## config.mk

```make
export PLATFORM = sky130hd
export DESIGN_NAME = skew_stream_seq
export DESIGN_NICKNAME = d
export VERILOG_FILES = /design/src/rtl/skew_stream_seq_pkg.sv /design/src/rtl/skew_stream_seq_lane_gate.sv /design/src/rtl/skew_stream_seq.sv
export SDC_FILE = /design/constraint.sdc
export NUM_CORES = 1
export LEC_CHECK = 0
export ABC_AREA = 1
export CAP_MARGIN = 5
export CELL_PAD_IN_SITES_DETAIL_PLACEMENT = 1
export CELL_PAD_IN_SITES_GLOBAL_PLACEMENT = 2
export CORE_MARGIN = 5
export CORE_UTILIZATION = 31
export DETAILED_ROUTE_END_ITERATION = 16
export PLACE_DENSITY = 0.89
export SLEW_MARGIN = 20
export SYNTH_ARGS = -nofsm -noshare
export SYNTH_HDL_FRONTEND = slang
export SYNTH_HIERARCHICAL = 1
export SYNTH_SLANG_ARGS = --single-unit
```

## constraint.sdc

```tcl
create_clock -name clock -period 3.75 [get_ports clock]
set_clock_uncertainty 0.1 [all_clocks]
set_input_delay 0.5625 -clock clock [delete_from_list [all_inputs] [get_ports clock]]
set_output_delay 0.5625 -clock clock [all_outputs]
set_load 0.03 [all_outputs]
```

## src/rtl/skew_stream_seq_pkg.sv

```systemverilog
// skew_stream_seq_pkg: shared types and helpers for the skewed lane-release sequencer.
//   state_t : sequencer state encoding (IDLE, RUN)
//   clog2   : ceiling log2 used to size the cycle counter
package skew_stream_seq_pkg;

    typedef enum logic {
        ST_IDLE = 1'b0,
        ST_RUN  = 1'b1
    } state_t;

    // Returns ceil(log2(v)); 0 for v <= 1.
    function automatic int unsigned clog2(input int unsigned v);
        int unsigned r_bits;
        int unsigned r_val;
        r_bits = 0;
        r_val  = (v > 0) ? v - 1 : 0;
        while (r_val > 0) begin
            r_bits = r_bits + 1;
            r_val  = r_val >> 1;
        end
        return r_bits;
    endfunction

endpackage

```

## src/rtl/skew_stream_seq_lane_gate.sv

```systemverilog
// skew_lane_gate: window compare for one lane.
//   i_c    : cycle counter value for the coming cycle
//   i_r    : release offset of this lane
//   i_len  : number of cycles the lane stays released
//   o_rst  : 0 while i_r <= i_c <= i_r+i_len-1, else 1 (next-cycle lane reset)
module skew_lane_gate #(
    parameter int unsigned CNT_W = 1
) (
    input  logic [CNT_W-1:0] i_c,
    input  logic [CNT_W-1:0] i_r,
    input  logic [CNT_W:0]   i_len,
    output logic             o_rst
);

    logic [CNT_W:0] w_off;
    logic           w_in_win;

    // Offset is only meaningful when i_c >= i_r; the extra bit keeps the
    // compare against i_len free of overflow.
    assign w_off    = {1'b0, i_c} - {1'b0, i_r};
    assign w_in_win = (i_c >= i_r) && (w_off < i_len);
    assign o_rst    = ~w_in_win;

endmodule

```

## src/rtl/skew_stream_seq.sv

```systemverilog
// skew_stream_seq: releases LANES input-mux resets in a staggered sequence,
// lane LANES-1 first, each lane held released for BLOCK_LEN cycles.
//   clock     : clock, all state changes on rising edge
//   reset     : synchronous active-low reset
//   start     : run one block (sampled only in IDLE)
//   abort     : terminate a running block, no completion
//   repeat_en : at end of block, start the next block back-to-back
//   lane_rst  : registered per-lane reset (1 = held, 0 = released)
//   ready     : high in IDLE
//   busy      : high in RUN
//   done      : one-cycle pulse after a block completes
//   block_cnt : completed-block count, wraps at 255
module skew_stream_seq
    import skew_stream_seq_pkg::*;
#(
    parameter int unsigned LANES     = 4,
    parameter int unsigned SKEW      = 1,
    parameter int unsigned BLOCK_LEN = 4
) (
    input  logic             clock,
    input  logic             reset,
    input  logic             start,
    input  logic             abort,
    input  logic             repeat_en,
    output logic [LANES-1:0] lane_rst,
    output logic             ready,
    output logic             busy,
    output logic             done,
    output logic [7:0]       block_cnt
);

    localparam int unsigned T      = (LANES - 1) * SKEW + BLOCK_LEN;
    localparam int unsigned CNT_W  = (clog2(T) < 1) ? 1 : clog2(T);
    localparam logic [CNT_W-1:0] C_LAST = CNT_W'(T - 1);

    state_t             r_state;
    logic [CNT_W-1:0]   r_cnt;
    logic [LANES-1:0]   r_lane_rst;
    logic               r_done;
    logic [7:0]         r_block_cnt;

    state_t             w_state_nxt;
    logic [CNT_W-1:0]   w_cnt_nxt;
    logic               w_done_nxt;
    logic [LANES-1:0]   w_gate;

    always_comb begin
        w_state_nxt = r_state;
        w_cnt_nxt   = '0;
        w_done_nxt  = 1'b0;
        case (r_state)
            ST_IDLE: begin
                if (start && !abort) begin
                    w_state_nxt = ST_RUN;
                end
            end
            ST_RUN: begin
                if (abort) begin
                    w_state_nxt = ST_IDLE;
                end else if (r_cnt == C_LAST) begin
                    w_done_nxt  = 1'b1;
                    w_state_nxt = repeat_en ? ST_RUN : ST_IDLE;
                end else begin
                    w_cnt_nxt = r_cnt + CNT_W'(1);
                end
            end
            default: begin
                w_state_nxt = ST_IDLE;
            end
        endcase
    end

    // Gates evaluate the counter value of the coming cycle so lane_rst can be
    // registered and still line up with c.
    for (genvar k = 0; k < LANES; k++) begin : g_lane
        localparam int unsigned RK = (LANES - 1 - k) * SKEW;
        skew_lane_gate #(
            .CNT_W (CNT_W)
        ) u_gate (
            .i_c   (w_cnt_nxt),
            .i_r   (CNT_W'(RK)),
            .i_len ((CNT_W + 1)'(BLOCK_LEN)),
            .o_rst (w_gate[k])
        );
    end

    always_ff @(posedge clock) begin
        if (!reset) begin
            r_state     <= ST_IDLE;
            r_cnt       <= '0;
            r_lane_rst  <= '1;
            r_done      <= 1'b0;
            r_block_cnt <= '0;
        end else begin
            r_state    <= w_state_nxt;
            r_cnt      <= w_cnt_nxt;
            r_lane_rst <= (w_state_nxt == ST_RUN) ? w_gate : '1;
            r_done     <= w_done_nxt;
            if (w_done_nxt) begin
                r_block_cnt <= r_block_cnt + 8'd1;
            end
        end
    end

    assign lane_rst  = r_lane_rst;
    assign ready     = (r_state == ST_IDLE);
    assign busy      = (r_state == ST_RUN);
    assign done      = r_done;
    assign block_cnt = r_block_cnt;

endmodule

```

==> impl_metrics.tcl, run 1 <==
set metrics [dict create \
    crit_start "abort" \
    syn_inst 236 \
    io_pins 20 \
    power_density_nw_per_um2 203 \
    antenna_found_initial 0 \
    synth_top_cells_by_count "69 x inv_1, 56 x nand2_1, 25 x ha_1, 17 x dfxtp_1, 14 x nor2_1" \
    crit_fanout 6 \
    synth-warning-count 6 \
    hold_class "flip-flop to flip-flop" \
    final_nets 331 \
    worstSkewPairLatency_ps 250 \
    cap_violations 0 \
    post_cts_buffers 0 \
    grt_overflow 0 \
    endpoint "lane_rst[2]" \
    grt_pass1_wl_mm 5.87 \
    grt_max_degree 11 \
    final_cells 362 \
    hold_buffers 0 \
    dp_hpwl_mm 2.86 \
    dp_cells 358 \
    stdcell_area_um2 2090 \
    yosys.area.top_type "dfxtp_1" \
    cts_buffer_depth 2 \
    tritoncts "done" \
    cp_top_family "adder cells" \
    die_area_um2 6800 \
    clock_sinks 17 \
    peakVddDrop_v 0.0000905 \
    worst-path-buf-inv 9 \
    avgViaCountPerCell 4.05 \
    comb_power_share_pct 23.7 \
    drt_iter0_markers 39 \
    rsz0062_at_grt "no" \
    clk_pin_slew_worst_paths_ps 70 \
    coreArea_um2 5110 \
    seq_area_um2 340 \
    root_buffer "clkbuf_8" \
    drt_pass1_iterations 2 \
    path_cells "clkdlybuf4s50_1, inv_1, nand2_1, inv_1, nand2_1, nor2_1, inv_1, ha_1, inv_1, fa_1, inv_1, fa_1, inv_1, ha_1, nand2_1, inv_1, nand2_1, nand2_1, inv_1, nand2_1" \
    synth_area_leaders "dfxtp_1 21%, ha_1 19%, inv_1 16%" \
    avgSynthCellArea_um2 6.90 \
    grt.total_usage_pct 10.9 \
    ys_seq_area_share_pct 20.9 \
    arrival_ps 3300 \
    reg2reg_slack_ps 930 \
    slowest_delay_ps 480 \
    fillers 681 \
    power_switching_w 0.000125 \
    yosys.area.top_type_share_pct 20.9 \
    die_x_um 82.5 \
    placed_area_um2 2040 \
    multi_input_area_um2 1140 \
    finalWirelength_mm 3.24 \
    grt_pass1_vias 1418 \
    dpl_worst_slack_ps 177 \
    initial_core_util_pct 31.9 \
    critical_path_class "input port to flip-flop" \
    worst_slack_ps 487 \
    startpoint_type "input port" \
    port_buffers 19 \
    wl_per_cell_um 8.95 \
    netlist_area_um2 1630 \
    rows 26 \
    r2r_end "lane_rst[2]" \
    period_share_pct 87.0 \
    cp.depth 20 \
    cpMaxStageDelayCell "fa_1" \
    slew_violations 0 \
    reg2reg_depth 18 \
    htreeDepth 1 \
    yosysMostFrequentCell "inv_1" \
    critPathRequiredTime_ps 3790 \
    cts_resized 0 \
    async_reset_ff_share_pct 0 \
    vias 1465 \
    status "completed" \
    postLayoutCoreUtil_pct 40.9 \
    cts_buffers 3 \
    ys_ff_latch 17 \
    die_h_um 82.5 \
    p_leak_nw 1.06 \
    p_int_w 0.000298 \
    critPathMostFrequentCell "inv_1" \
    finalSetupTns_ps 0 \
    ys_types 24 \
    synth_edf_count 0 \
    hold_viol_final 0 \
    drive_gt1_share_pct 5.82 \
    area_growth_pct 28.2 \
    finalSetupViolCount 0 \
    seqPwrFrac_pct 43.2 \
    period_needed_ps 3260 \
    switching_share_pct 29.6 \
    gp_congestion 0.698 \
    synthFlopType "dfxtp_1" \
    cp-end-kind "flip-flop" \
    drc 0 \
    fmax_mhz 306 \
    route.antenna.remaining_nets 0 \
    diodes 0 \
    p_clk_share_pct 33.1 \
    worstReg2RegStart "busy" \
]
==> worst min-delay path: stages (launching register included) <==
cell,delay [ps]
dfxtp_1,330
nor2_1,100
nor2_1,50
==> worst min-delay path by stage <==
stage                             from      endpoint  cells after the start
after floorplan               r_cnt[0]      r_cnt[0]                      1
after global placement    block_cnt[7]  block_cnt[7]                      2
after detailed placement  block_cnt[7]  block_cnt[7]                      2
after CTS                 block_cnt[7]  block_cnt[7]                      2
after global routing      block_cnt[1]  block_cnt[1]                      2
final                     block_cnt[7]  block_cnt[7]                      2
==> metrics by stage <==
step / hold WS (ps) / total power, W
6_report: 418 / 0.000423
4_1_cts: 423 / 0.000432
5_1_grt: 450 / 0.000462
2_1_floorplan: 444 / 0.000263
3_3_place_gp: 407 / 0.000285
3_5_place_dp: 408 / 0.000288
==> final cells by class <==
cell class | count | share of cell area (%)
well taps | 70 | 4.19
repair buffers | 22 | 10.2
multi-input cells | 179 | 54.5
clock inverters | 1 | 0.240
clock buffers | 3 | 1.98
flip-flops and latches | 17 | 16.3
inverters | 70 | 12.6
==> layout by cell type, fill, tap and decap left out <==
| cell | n |
|---|---|
| o21ai_0 | 1 |
| nor2_2 | 3 |
| clkinv_2 | 1 |
| a21oi_1 | 11 |
| nor2_1 | 14 |
| nand2_1 | 56 |
| clkdlybuf4s50_1 | 19 |
| conb_1 | 32 |
| nor3_2 | 1 |
| inv_1 | 69 |
| nand2_2 | 1 |
| o21bai_2 | 1 |
| buf_4 | 3 |
| nor2_4 | 1 |
| o21a_1 | 4 |
| o21ai_1 | 2 |
| dfxtp_1 | 17 |
| nand3_1 | 9 |
| xnor2_1 | 1 |
| ha_1 | 25 |
| nand4_1 | 2 |
| nor3_4 | 1 |
| inv_2 | 1 |
| nor3_1 | 3 |
| xor2_1 | 2 |
| fa_1 | 8 |
| clkbuf_8 | 3 |
| nand3_2 | 1 |
==> power by group through the flow <==
stage	clock, W	sequential [W]	combinational [W]
CTS	0.000148	0.000183	0.000101
global route	0.000155	0.000183	0.000124
detailed placement	0	0.000187	0.000100
floorplan	0	0.000189	0.0000735
global placement	0	0.000187	0.0000982
finish	0.000140	0.000183	0.000100
==> cell families (layout without fill, tap and decap cells) <==
logic type / count (synthesis) / after routing / synth area share [%]
AND/OR/NAND/NOR: 92 / 92 / 25.0
buffers and inverters: 70 / 96 / 16.1
adder cells (fa/ha/maj): 33 / 33 / 29.0
AO/OA/AOI/OAI: 19 / 19 / 6.84
flip-flops: 17 / 17 / 20.9
XOR/XNOR: 3 / 3 / 1.61
other: 2 / 32 / 0.461
==> state kept, by name (all words and copies together), names as in the netlist <==
signal / count
block_cnt: 8
done: 1
r_cnt: 3
busy: 1
lane_rst: 4
==> metal layers <==
| layer | track usage, % | share of wire [%] | up-vias |
|---|---|---|---|
| li1 | - | - | 782 |
| met1 | 12.4 | 45 | 664 |
| met2 | 21.2 | 51 | 15 |
| met3 | 1.30 | 2.9 | 4 |
| met4 | 2.45 | 0.74 | 0 |
| met5 | 0 | 0 | - |
Power figures use the tool's default switching activity.
==> run 2: changes to the inputs <==
--- a/config.mk
+++ b/config.mk
@@ -6,6 +6,7 @@
 export NUM_CORES = 1
 export LEC_CHECK = 0
 export ABC_AREA = 1
+export ABC_CLOCK_PERIOD_IN_PS = 3750
 export CAP_MARGIN = 5
 export CELL_PAD_IN_SITES_DETAIL_PLACEMENT = 1
 export CELL_PAD_IN_SITES_GLOBAL_PLACEMENT = 2
==> results of run 2 <==
No change in the layout: final DEF, timing and power equal those of run 1.
==> run 3: changes to the inputs <==
==> constraint.sdc (replaced) <==
create_clock -name clock -period 3.75 [get_ports clock]
set_clock_uncertainty 0.1 [all_clocks]
set_input_delay 1.125 -clock clock [delete_from_list [all_inputs] [get_ports clock]]
set_output_delay 1.125 -clock clock [all_outputs]
set_load 0.03 [all_outputs]
==> run 3 against run 2 <==
Fmax decreased by 8.0%. Sequential share of layout area shrank 0.42 points. Cell count is 1.9% higher. Global-route usage is 1.3 points higher. Final area up 2.6%. Critical path depth decreased by 1. Sequential power hardly changed. Non-clock buffer count grew 7. Combinational power rose by 6%. Utilization increased by 1.1 points. Register-to-register slack gained 210 ps. Routed wire length increased by 8.2%. Critical endpoint unchanged. Largest cell class unchanged.
==> impl_metrics.tcl, run 3 (synthesized netlist as in run 1, its figures left out) <==
set metrics [dict create \
    arrival_ps 3580 \
    diodes 0 \
    root_buffer "clkbuf_8" \
    hold_class "flip-flop to flip-flop" \
    worst_slack_ps 205 \
    cp-end-kind "flip-flop" \
    drt_iter0_markers 32 \
    slew_violations 0 \
    power_density_nw_per_um2 201 \
    hold_viol_final 0 \
    coreArea_um2 5110 \
    worstSkewPairLatency_ps 250 \
    vias 1493 \
    layout_common_cells "69 x inv_1, 56 x nand2_1, 32 x conb_1" \
    crit_fanout 5 \
    cts_buffer_depth 2 \
    startpoint_type "input port" \
    final_nets 338 \
    status "completed" \
    period_needed_ps 3550 \
    period_share_pct 94.5 \
    antenna_found_initial 0 \
    rows 26 \
    htreeDepth 1 \
    grt.total_usage_pct 12.1 \
    peakVddDrop_v 0.000124 \
    port_buffers 19 \
    area_growth_pct 31.6 \
    dp_hpwl_mm 3.06 \
    finalSetupViolCount 0 \
    initial_core_util_pct 31.9 \
    final_common_cell "inv_1" \
    drt_pass1_iterations 3 \
    largest_register_ffs 8 \
    grt_max_degree 11 \
    drive_gt1_share_pct 8.36 \
    p_leak_nw 1.09 \
    grt_pass1_wl_mm 6.54 \
    cap_violations 0 \
    fmax_mhz 282 \
    die_h_um 82.5 \
    die_x_um 82.5 \
    critical_path_class "input port to flip-flop" \
    dpl_worst_slack_ps -120 \
    grt_overflow 0 \
    tritoncts "done" \
    drc 0 \
    grt_pass1_vias 1569 \
    io_pins 20 \
    cts_buffers 3 \
    finalWirelength_mm 3.51 \
    gp_congestion 0.741 \
    clk_pin_slew_worst_paths_ps 70 \
    avgViaCountPerCell 4.05 \
    route.antenna.remaining_nets 0 \
    wl_per_cell_um 9.50 \
    clock_sinks 17 \
    critPathRequiredTime_ps 3790 \
    die_area_um2 6800 \
    finalSetupTns_ps 0 \
]
## run 3: power breakdown
group | switching (W) | total, W | internal (W)
clock network | 0.0000676 | 0.000141 | 0.0000738
logic | 0.0000604 | 0.000106 | 0.0000456
registers | 0.00000123 | 0.000183 | 0.000182
total | 0.000129 | 0.000430 | 0.000301
## run 3: timing repair
action / 4_1_cts / 5_1_grt
hold buffers: 0 / 0
endpoints found under the setup margin: 0 / 1
setup buffers: 0 / 0
gates resized for setup: 0 / 1
## run 3: critical path, stage by stage
cell             delay (ps)
clkdlybuf4s50_1         420
inv_1                    60
nand2_1                  50
inv_1                    70
nand2_1                  70
buf_4                   160
nor2_1                  150
buf_4                   170
fa_1                    170
inv_1                    50
fa_1                    500
inv_1                    50
ha_1                    260
nand2_1                  60
inv_1                    30
nand2_1                  50
nand2_1                  50
inv_1                    50
nand2_1                  40
## run 3: worst paths after layout
| check | startpoint | to | slack (ps) | cells after the start |
|---|---|---|---|---|
| worst max-delay path | abort | lane_rst[2] | 200 | 19 |
| worst min-delay path | block_cnt[7] | block_cnt[7] | 420 | 2 |
| worst max register to register | busy | lane_rst[2] | 1140 | 17 |
| worst min register to register | block_cnt[7] | block_cnt[7] | 420 | 2 |
## run 3: metal layers
metal	global-route usage (%)	wire length, µm
met5	0	0
met4	2.45	22
met3	1.63	90
met2	23.5	1830
met1	14.0	1570
## run 3: stage by stage
stage | utilization, % | std cells | hold WS, ps | area [µm²] | power (W)
6_report | 42.0 | 369 | 415 | 2140 | 0.000430
5_1_grt | 42.0 | 369 | 445 | 2140 | 0.000466
4_1_cts | 41.9 | 369 | 416 | 2140 | 0.000436
3_5_place_dp | 41.0 | 365 | 403 | 2090 | 0.000294
3_3_place_gp | 41.0 | 365 | 394 | 2090 | 0.000289
2_1_floorplan | - | 266 | 444 | 1740 | 0.000263
## run 3: final cells by class
type | instances | area [µm²]
Inverter | 70 | 263
Tap cell | 70 | 87.6
Fill cell | 684 | 2960
Multi-Input combinational cell | 179 | 1140
Clock inverter | 1 | 5.00
Sequential cell | 17 | 340
Timing Repair Buffer | 29 | 265
Clock buffer | 3 | 41.3
